===== src/rtl/writeback_queue.sv =====
// rtl/writeback_queue.sv - in-order ALU result writeback FIFO with per-port register forwarding.
// Optional WBQ_STATS_EN adds saturating DropCount/HoldCount statistics outputs.
module writeback_queue #(
    parameter int DEPTH  = 4,
    parameter int DATA_W = 32,
    parameter int ADDR_W = 5
) (
    input  logic                     Clk,
    input  logic                     Rst_n,
    input  logic                     InValid,
    output logic                     InReady,
    input  logic [ADDR_W-1:0]        InRegNum,
    input  logic [DATA_W-1:0]        InData,
    input  logic                     WbHold,
    output logic                     WriteEn,
    output logic [ADDR_W-1:0]        WriteRegNum,
    output logic [DATA_W-1:0]        RegData,
    input  logic [ADDR_W-1:0]        ReadRegNum1,
    input  logic [ADDR_W-1:0]        ReadRegNum2,
    output logic                     Fwd1Hit,
    output logic [DATA_W-1:0]        Fwd1Data,
    output logic                     Fwd2Hit,
    output logic [DATA_W-1:0]        Fwd2Data,
    output logic [$clog2(DEPTH):0]   Count
`ifdef WBQ_STATS_EN
    ,
    output logic [15:0]              DropCount,
    output logic [15:0]              HoldCount
`endif
);
    localparam int ptrW = $clog2(DEPTH);
    localparam int cntW = ptrW + 1;

    logic [ADDR_W-1:0] regNumMem [DEPTH];
    logic [DATA_W-1:0] dataMem   [DEPTH];
    logic [ptrW-1:0]   headPtr;
    logic [ptrW-1:0]   tailPtr;
    logic [cntW-1:0]   countReg;
    logic              acceptEn;
    logic              pushEn;
    logic              popEn;

    assign InReady  = Rst_n && (countReg < cntW'(DEPTH));
    assign acceptEn = InValid && InReady;
    // Writes to r0 are architecturally discarded, so they never occupy an entry.
    assign pushEn   = acceptEn && (InRegNum != '0);
    assign popEn    = (countReg != '0) && !WbHold;
    assign Count    = countReg;

    always_ff @(posedge Clk) begin
        if (!Rst_n) begin
            headPtr     <= '0;
            tailPtr     <= '0;
            countReg    <= '0;
            WriteEn     <= 1'b0;
            WriteRegNum <= '0;
            RegData     <= '0;
        end else begin
            if (pushEn)
                tailPtr <= tailPtr + ptrW'(1);
            if (popEn) begin
                headPtr     <= headPtr + ptrW'(1);
                WriteRegNum <= regNumMem[headPtr];
                RegData     <= dataMem[headPtr];
            end
            WriteEn <= popEn;
            case ({pushEn, popEn})
                2'b10:   countReg <= countReg + cntW'(1);
                2'b01:   countReg <= countReg - cntW'(1);
                default: countReg <= countReg;
            endcase
        end
    end

    always_ff @(posedge Clk) begin
        if (pushEn) begin
            regNumMem[tailPtr] <= InRegNum;
            dataMem[tailPtr]   <= InData;
        end
    end

    // Oldest candidate first so that younger matches overwrite older ones.
    function automatic logic [DATA_W:0] fwdLookup(input logic [ADDR_W-1:0] addr);
        logic              hit;
        logic [DATA_W-1:0] data;
        logic [ptrW-1:0]   idx;
        hit  = WriteEn && (WriteRegNum == addr);
        data = hit ? RegData : '0;
        for (int i = 0; i < DEPTH; i++) begin
            idx = headPtr + ptrW'(i);
            if ((cntW'(i) < countReg) && (regNumMem[idx] == addr)) begin
                hit  = 1'b1;
                data = dataMem[idx];
            end
        end
        if (addr == '0) begin
            hit  = 1'b0;
            data = '0;
        end
        return {hit, data};
    endfunction

    always_comb begin
        {Fwd1Hit, Fwd1Data} = fwdLookup(ReadRegNum1);
        {Fwd2Hit, Fwd2Data} = fwdLookup(ReadRegNum2);
    end

`ifdef WBQ_STATS_EN
    logic dropEn;
    assign dropEn = acceptEn && (InRegNum == '0);

    always_ff @(posedge Clk) begin
        if (!Rst_n) begin
            DropCount <= '0;
            HoldCount <= '0;
        end else begin
            if (dropEn && (DropCount != 16'hFFFF))
                DropCount <= DropCount + 16'd1;
            if ((countReg != '0) && WbHold && (HoldCount != 16'hFFFF))
                HoldCount <= HoldCount + 16'd1;
        end
    end
`endif

endmodule


===== config.mk =====
export PLATFORM = sky130hd
export DESIGN_NAME = writeback_queue
export DESIGN_NICKNAME = d
export VERILOG_FILES = /design/src/rtl/writeback_queue.sv
export SDC_FILE = /design/constraint.sdc
export NUM_CORES = 1
export LEC_CHECK = 0
export BUFFER_PORTS_ARGS = -buffer_cell sky130_fd_sc_hd__buf_2
export CORE_MARGIN = 2
export CORE_UTILIZATION = 30
export DETAILED_ROUTE_END_ITERATION = 16
export PLACE_DENSITY = 0.5
export SETUP_SLACK_MARGIN = 0.4
export SKIP_LAST_GASP = 1
export SYNTH_ARGS = -nofsm -noshare
export SYNTH_HDL_FRONTEND = slang
export SYNTH_SLANG_ARGS = --single-unit

===== constraint.sdc =====
create_clock -name Clk -period 4 [get_ports Clk]
set_clock_uncertainty 0.05 [all_clocks]
set_input_delay 0.4 -clock Clk [delete_from_list [all_inputs] [get_ports Clk]]
set_output_delay 0.4 -clock Clk [all_outputs]
set_load 0.01 [all_outputs]

# --- Yosys cells after proc, flatten, opt, wreduce, memory -nomap -nowiden ---
# Memory sizes are Yosys's and may differ from the RTL's. A register that Yosys moved wholly into a read port is not among the register bits.
# Cells that the tools add are included.
word_totals:
  elab_cells: 80
  output_inout_bits: 108
  mem_bits_ro: 0
  ff_bits: 45
  input_bits: 51
  latch_bits: 0
  n_memories: 2
  mem_bits_rw: 148
memory_table:
  columns: ["memory", "words", "width", "rd", "rd_clocked_by_memory_dff", "write_ports", "line_no", "rtl"]
  rows:
  - ["dataMem", 4, 32, 4, 1, 1, "35", "logic [DATA_W-1:0] dataMem [DEPTH];"]
  - ["regNumMem", 4, 5, 4, 1, 1, "34", "logic [ADDR_W-1:0] regNumMem [DEPTH];"]
classes:
  n_bitwise: 0
  shifts: 0
  n_eq_ne: 12
  n_div: 0
  mux: 29
  magnitude_cmp: 5
  add_sub_neg: 6
  reduce_logical: 20
  multipliers: 0
op_table:
  columns: ["op", "count"]
  rows:
  - ["32-bit two-way mux", 12]
  - ["5-bit equality test", 10]
  - ["1-bit logical AND", 14]
  - ["1-bit two-way mux", 12]
  - ["5-bit zero test", 2]
  - ["2-bit two-way mux", 4]
  - ["1-bit by 3-bit < comparator with 1-bit output, first input constant", 2]
  - ["2-bit by 3-bit < comparator with 1-bit output, first input constant", 2]
  - ["3-bit case mux with 2 select lines", 1]
  - ["5-bit nonzero test", 1]
  - ["2-bit by 1-bit adder with 2-bit output, second input constant", 2]
  - ["2-bit adder, second input constant", 2]
  - ["3-bit by 1-bit adder with 3-bit output, second input constant", 1]
  - ["3-bit < comparator, second input constant", 1]
  - ["3-bit nonzero test", 1]
  - ["3-bit by 1-bit subtractor with 3-bit output, second input constant", 1]
  - ["2-bit by 1-bit equality test with 1-bit output, second input constant", 1]
  - ["2-bit equality test, second input constant", 1]
  - ["2-bit nonzero test", 1]
  - ["1-bit zero test", 1]

# --- Depth between registers and ports, before layout ---
# Gate-level depths: netlist of the first run.
depth:
  word_depth: 8
  ltp_mapped: 11
  depth_no_buf: 8

# --- Least setup slack after synthesis of the first run ---
# OpenSTA, ideal clock, no wires.
synth_path:
  path_kind: "register -> output"
  start: "reg headPtr[0]"
  end: "out Fwd2Data[26]"
  slack_ns: 0.967
  required_time_ns: 3.550
  arrival_time_ns: 2.583
  path_stages_with_launch: 9
  path_buffers: 6
  cell_sequence: "dfxtp_1 -> buf_4 -> buf_6 -> buf_4 -> buf_2 -> buf_4 -> buf_2 -> mux4_2 -> a221o_1"
synth_between:
  elab_chain_len: 8
  word_cells_on_any_way: 15
  classes_between: "add/sub: 3; eq/ne: 3; mux: 4; reduce/logical: 3; memory: 2"
synth_rtl:
  columns: ["item", "line_no", "rtl"]
  rows:
  - ["start: declaration", "36", "logic [ptrW-1:0] headPtr;"]
  - ["start signal: assignment", "62", "headPtr <= headPtr + ptrW'(1);"]
  - ["2-bit by 1-bit adder with 2-bit output", "90", "idx = headPtr + ptrW'(i);"]
  - ["memory 4 x 5 bit", null, null]
  - ["5-bit equality test", "91", "if ((cntW'(i) < countReg) && (regNumMem[idx] == addr)) begin"]
  - ["1-bit logical AND", "91", null]
  - ["32-bit two-way mux (2 in a row)", "91", null]
  - ["32-bit two-way mux (*)", "91", null]
  - ["32-bit two-way mux (*)", "96", "if (addr == '0) begin"]
  - ["end: declaration", "23", "output logic [DATA_W-1:0] Fwd2Data,"]
# Every way passes the cells marked *; elsewhere a longest branch is shown, timed or not.

==> impl_metrics.tcl, run 1 <==
set metrics [dict create \
    status "completed" \
    clkPwrFrac_pct 23.0 \
    ios 159 \
    vias 11300 \
    netlist_area_um2 13400 \
    core_um2 44200 \
    synth_edf_count 148 \
    p_leak_nw 5.83 \
    clockRootBuffer "clkbuf_16" \
    final_max_slew_viol_count 0 \
    intPower_mw 4.91 \
    place_ws_ps 152 \
    synthFlopType "edfxtp_1" \
    drive_above_1_share_pct 45.4 \
    grt_pass1_wl_mm 72.6 \
    dpl.hpwl_mm 31.6 \
    vias_per_cell 6.15 \
    power.switching_mw 2.97 \
    power.share.switching_pct 37.7 \
    final_antenna_net_count 0 \
    portBuffers 158 \
    layout_commonest_cell "buf_2" \
    drcViolationCount 0 \
    clk_latency_ps 450 \
    setup_ws_ps 361 \
    die_h_um 216 \
    crit_path_max_incr_delay_ps 550 \
    wl_per_cell_um 28.0 \
    hold_path_class "input port to flip-flop" \
    drt_first_pass_iters 5 \
    syn_inst 1076 \
    yosys.area.top_type "edfxtp_1" \
    yosysWarnings 0 \
    track_usage_pct 21.0 \
    synth-seq-area-share_pct 40.0 \
    use_met2_pct 33.5 \
    cp_slowest_cell "mux4_2" \
    grt_max_degree 99 \
    setup_tns_ps 0 \
    grt-ovfl-total 0 \
    finalNetCount 1299 \
    tightest_slew_ps 1080 \
    worstPathMaxFanout 8 \
    totalWireLength_mm 51.7 \
    globalplace.congestion 0.804 \
    path_buf_inv 3 \
    antenna_found_initial 6 \
    timing.fmax_mhz 275 \
    drtIter0Drc 1168 \
    dieArea_um2 46500 \
    p_per_area_nw_per_um2 465 \
    setup_violations 0 \
    drv_cap 0 \
    final_cell_mix "154 x buf_2, 148 x edfxtp_1, 146 x mux4_2, 85 x nand2_1, 61 x buf_4" \
    combinationalPowerShare_pct 44.3 \
    grtUsageMet1_pct 27.4 \
    start_kind "flip-flop" \
    post-route-period-util_pct 91.0 \
    cp-end-kind "primary output" \
    cp.arrival_ps 3190 \
    grt_setup_unrepaired "true" \
    synth_cell_types 49 \
    grt_pass1_vias 11100 \
    vdd_drop_max_uv 339 \
    cts-buffers-inserted 17 \
    cp_top_family "simple AND/OR/NAND/NOR gates" \
    crit_required_ps 3550 \
    ctsLongestPathBuffers 2 \
    p_total_mw 7.88 \
    rows 77 \
    seq_power_share_pct 32.7 \
    path_clk_slew_ps 70 \
    cts.sinks 195 \
    worst_slew_margin_rel_pct 28.1 \
    htreeDepth 4 \
    use_met3_pct 4.98 \
    area_delta_synth_final_pct 26.0 \
    ys_top_cells_by_area "edfxtp_1 33%, mux4_2 24%, dfxtp_1 7.0%" \
    syn_nets 1136 \
    criticalPathCategory "flip-flop to primary output" \
    yosys_register_bits 195 \
    hold_viol_final 0 \
    initial_utilization_pct 30.4 \
    critical_path.cell_chain "mux4_2 > xor2_1 > nor4_2 > and2_4 > buf_12 > clkbuf_16 > nor2_1 > a41oi_1 > buf_2" \
    synth-async-reset-ratio_pct 0 \
    busiest_layer "met2" \
    avgSynthCellArea_um2 12.5 \
    cts_tree "yes" \
    stdcell_count 1845 \
    die_w_um 216 \
    placedCellCount 1757 \
    min_period_ps 3640 \
    yosys.area.top_type_share_pct 33.1 \
]
-- cell families (layout without fill, tap and decap cells) --
kind of cell,after synthesis,after routing,share of synthesized area (%)
simple gates,277,279,9.92
compound gates,245,247,15.5
flops,195,195,40.0
mux,163,163,25.8
buf+inv,133,305,4.36
xor+xnor,54,54,3.52
fa+ha+maj,9,9,0.837
other cells,0,1,0
-- cell usage after synthesis, types with 5 or more instances --
| cell type | number |
|---|---|
| or2_2 | 5 |
| nand2_1 | 86 |
| and3_1 | 30 |
| dfxtp_1 | 47 |
| inv_1 | 9 |
| and2_1 | 14 |
| mux2i_1 | 15 |
| mux4_2 | 145 |
| o31ai_1 | 32 |
| buf_2 | 25 |
| a21boi_0 | 38 |
| edfxtp_1 | 148 |
| a32oi_1 | 32 |
| a31o_2 | 29 |
| a21oi_1 | 5 |
| buf_6 | 5 |
| clkbuf_1 | 80 |
| a221o_1 | 58 |
| nor2_1 | 47 |
| buf_4 | 5 |
| xor2_1 | 24 |
| nor4_1 | 5 |
| nor3_1 | 61 |
| buf_1 | 9 |
| a221oi_1 | 35 |
| ha_1 | 9 |
| xnor2_1 | 30 |
| o21ai_0 | 5 |
| nand3_1 | 10 |
-- worst paths after layout --
| check | slack (ps) | endpoint | start | cells after the start |
|---|---|---|---|---|
| setup / recovery | 360 | Fwd1Hit | regNumMem[3][4] | 9 |
| hold / removal | 110 | dataMem[2][5] | InData[5] | 1 |
| setup reg to reg | 1160 | flip-flop | Count[0] | 8 |
| hold reg to reg | 460 | tailPtr[1] | tailPtr[1] | 2 |
-- power by group through the flow --
stage | logic [mW] | clock network [mW] | registers (mW)
4_1_cts | 3.32 | 1.85 | 2.56
5_1_grt | 3.73 | 1.91 | 2.61
3_5_place_dp | 3.13 | 0 | 2.65
2_1_floorplan | 2.26 | 0 | 2.57
6_report | 3.49 | 1.81 | 2.58
3_3_place_gp | 3.12 | 0 | 2.64
-- what timing repair did --
item / in CTS / in global routing
buffers inserted: 32 / 12
endpoints found under the setup margin: 66 / 64
gates cloned: 3 / 8
hold buffers: 0 / 0
gates resized for setup: 38 / 96
pin swaps: 16 / 40
-- routing by layer --
metal | vias to the layer above | share of wire (%)
met3 | 101 | 8.1
met5 | - | 0.093
met2 | 643 | 48
li1 | 4777 | -
met4 | 8 | 2.7
met1 | 5810 | 41
-- state kept, by name, summed over array words and instances (netlist names), named ones only --
| name | flops |
|---|---|
| dataMem | 128 |
| regNumMem | 20 |
| RegData | 32 |
| Count | 3 |
| tailPtr | 2 |
| WriteRegNum | 5 |
| WriteEn | 1 |
| headPtr | 2 |
-- layout make-up --
class,count,area [um2]
Multi-Input combinational cell,752,8100
Timing Repair Buffer,264,2060
Clock buffer,20,457
Inverter,9,33.8
Fill cell,4226,27300
Antenna cell,1,2.50
Clock inverter,12,155
Sequential cell,195,5400
Tap cell,592,741
-- worst reg2reg max path: cells and delay by family, from the launching register on --
| family | cells | cell delay, ps |
|---|---|---|
| buffers and inverters | 3 | 930 |
| DFF | 1 | 490 |
| and+or+nand+nor | 2 | 330 |
| AOI/OAI and AO/OA | 1 | 570 |
| xor gates and xnor gates | 1 | 160 |
| adders and majority gates | 1 | 210 |
-- stage by stage --
| stage | hold slack, ps | cell area, um2 | util [%] |
|---|---|---|---|
| final | 114 | 16900 | 38.3 |
| after global routing | 105 | 16900 | 38.3 |
| after CTS | 88.8 | 16100 | 36.4 |
| after detailed placement | 444 | 15000 | 33.9 |
| after global placement | 439 | 15000 | 33.9 |
| after floorplan | 419 | 13400 | - |
(Power assumes the default switching activity.)
==> run 2: changes to the inputs <==
REMOVE_ABC_BUFFERS = 1   (was default)
==> impl_metrics.tcl, run 2 (synthesis gave the netlist of run 1 again) <==
set metrics [dict create \
    final_max_slew_viol_count 0 \
    top_regs "dataMem (128), RegData (32), regNumMem (20)" \
    cts.sinks 195 \
    die_h_um 216 \
    cp-end-kind "primary output" \
    cts-buffers-inserted 17 \
    setup_tns_ps 0 \
    fillers 4193 \
    setup_violations 0 \
    post-route-period-util_pct 92.7 \
    drv_cap 0 \
    largest_reg_flops 128 \
    globalplace.congestion 0.859 \
    finalNetCount 1282 \
    layout_commonest_cell "buf_2" \
    drive_above_1_share_pct 45.1 \
    cts_tree "yes" \
    drt_first_pass_iters 5 \
    crit_required_ps 3550 \
    core_um2 44200 \
    path_clk_slew_ps 80 \
    p_leak_nw 5.75 \
    ctsLongestPathBuffers 2 \
    min_period_ps 3710 \
    p_per_area_nw_per_um2 468 \
    cp_slowest_cell "mux4_2" \
    grt_max_degree 90 \
    tightest_slew_ps 785 \
    vias_per_cell 6.18 \
    clockRootBuffer "clkbuf_16" \
    initial_utilization_pct 30.4 \
    regMostFlops "dataMem" \
    place_area_um2 15000 \
    rows 77 \
    hold_path_class "input port to flip-flop" \
    grt_pass1_vias 11000 \
    wl_per_cell_um 28.2 \
    worstPathMaxFanout 7 \
    criticalPathCategory "flip-flop to primary output" \
    totalWireLength_mm 51.5 \
    drcViolationCount 0 \
    dpl.hpwl_mm 31.3 \
    status "completed" \
    cp_top_family "compound AO/OA/AOI/OAI gates" \
    portBuffers 158 \
    seq_area_um2 5400 \
    path_buf_inv 4 \
    start_kind "flip-flop" \
    multi_input_area_um2 8170 \
    cts_hold_buf 0 \
    track_usage_pct 21.5 \
    hold_viol_final 0 \
    die_w_um 216 \
    ios 159 \
    grt-ovfl-total 0 \
    final_antenna_net_count 0 \
    crit_path_max_incr_delay_ps 550 \
    final_cell_mix "158 x buf_2, 148 x edfxtp_1, 146 x mux4_2, 84 x nand2_1, 60 x nor3_1" \
    grt_pass1_wl_mm 74.1 \
    antenna_found_initial 3 \
    grt_setup_unrepaired "true" \
    dieArea_um2 46500 \
    area_delta_synth_final_pct 25.2 \
    final_area_um2 16800 \
    critical_path.cell_chain "mux4_2 > xor2_1 > nor4_4 > buf_4 > buf_12 > a21oi_4 > buf_6 > a221oi_1 > o31ai_2 > buf_2" \
    vias 11300 \
    clk_latency_ps 460 \
    cp.arrival_ps 3260 \
    htreeDepth 4 \
    timing.fmax_mhz 270 \
    worst_slew_margin_rel_pct 47.7 \
    vdd_drop_max_uv 312 \
    drtIter0Drc 1157 \
]
==> run 2: path summary, 6_finish.rpt <==
| check | startpoint | to | slack, ps | cells past startpoint |
|---|---|---|---|---|
| setup reg to reg | Count[0] | flip-flop | 1400 | 9 |
| hold / removal | InData[9] | dataMem[3][9] | 100 | 1 |
| setup / recovery | regNumMem[2][0] | Fwd1Data[5] | 290 | 10 |
| hold reg to reg | RegData[5] | RegData[5] | 470 | 2 |
==> run 2: power breakdown <==
group          internal (mW)  total [mW]  switching [mW]
logic                   1.55        3.50            1.96
registers               2.36        2.58           0.226
clock network          0.903        1.79           0.886
total                   4.81        7.88            3.07
==> run 2: repair_timing <==
action,CTS,global route
pin swaps,14,38
buffers inserted,28,12
endpoints found under the setup margin,66,65
endpoints found under the hold margin,0,0
gates cloned,5,4
resized for setup,65,77
==> run 2: final cells by class <==
type / instances / area share, %
multi-input cells: 753 / 48.5
flip-flops and latches: 195 / 32.1
repair buffers: 246 / 11.1
well taps: 592 / 4.40
clock buffers: 17 / 2.53
clock inverters: 15 / 1.12
inverters: 9 / 0.201
diodes: 1 / 0.0149
==> run 2: worst register-to-register path, delay by kind of cell (launching register included) <==
kind | cells | cell delay, ps
buf+inv | 4 | 1060
fa+ha+maj | 1 | 210
compound gates | 1 | 200
xor+xnor | 1 | 150
simple gates | 2 | 340
flops | 1 | 470
==> run 2: per-stage QoR <==
stage | hold slack [ps] | utilization (%) | setup slack (ps) | cells | total power [mW]
global placement | 434 | 33.8 | 145 | 1746 | 5.77
global route | 83.9 | 38.1 | 226 | 1828 | 8.24
floorplan | 419 | - | -4670 | 952 | 4.88
detailed placement | 449 | 33.8 | 145 | 1746 | 5.79
finish | 97.9 | 38.1 | 291 | 1828 | 7.88
CTS | 75.5 | 36.7 | 291 | 1811 | 7.78
==> run 2: per-layer routing <==
layer / part of all wire, % / routed length, um / global-route usage, % / up-vias
met5: 0.043 / 22 / 0 / -
met4: 2.7 / 1370 / 6.67 / 4
met3: 8.4 / 4340 / 4.16 / 81
met2: 48 / 24800 / 35.1 / 616
met1: 41 / 21000 / 29.0 / 5837
li1: - / - / - / 4751
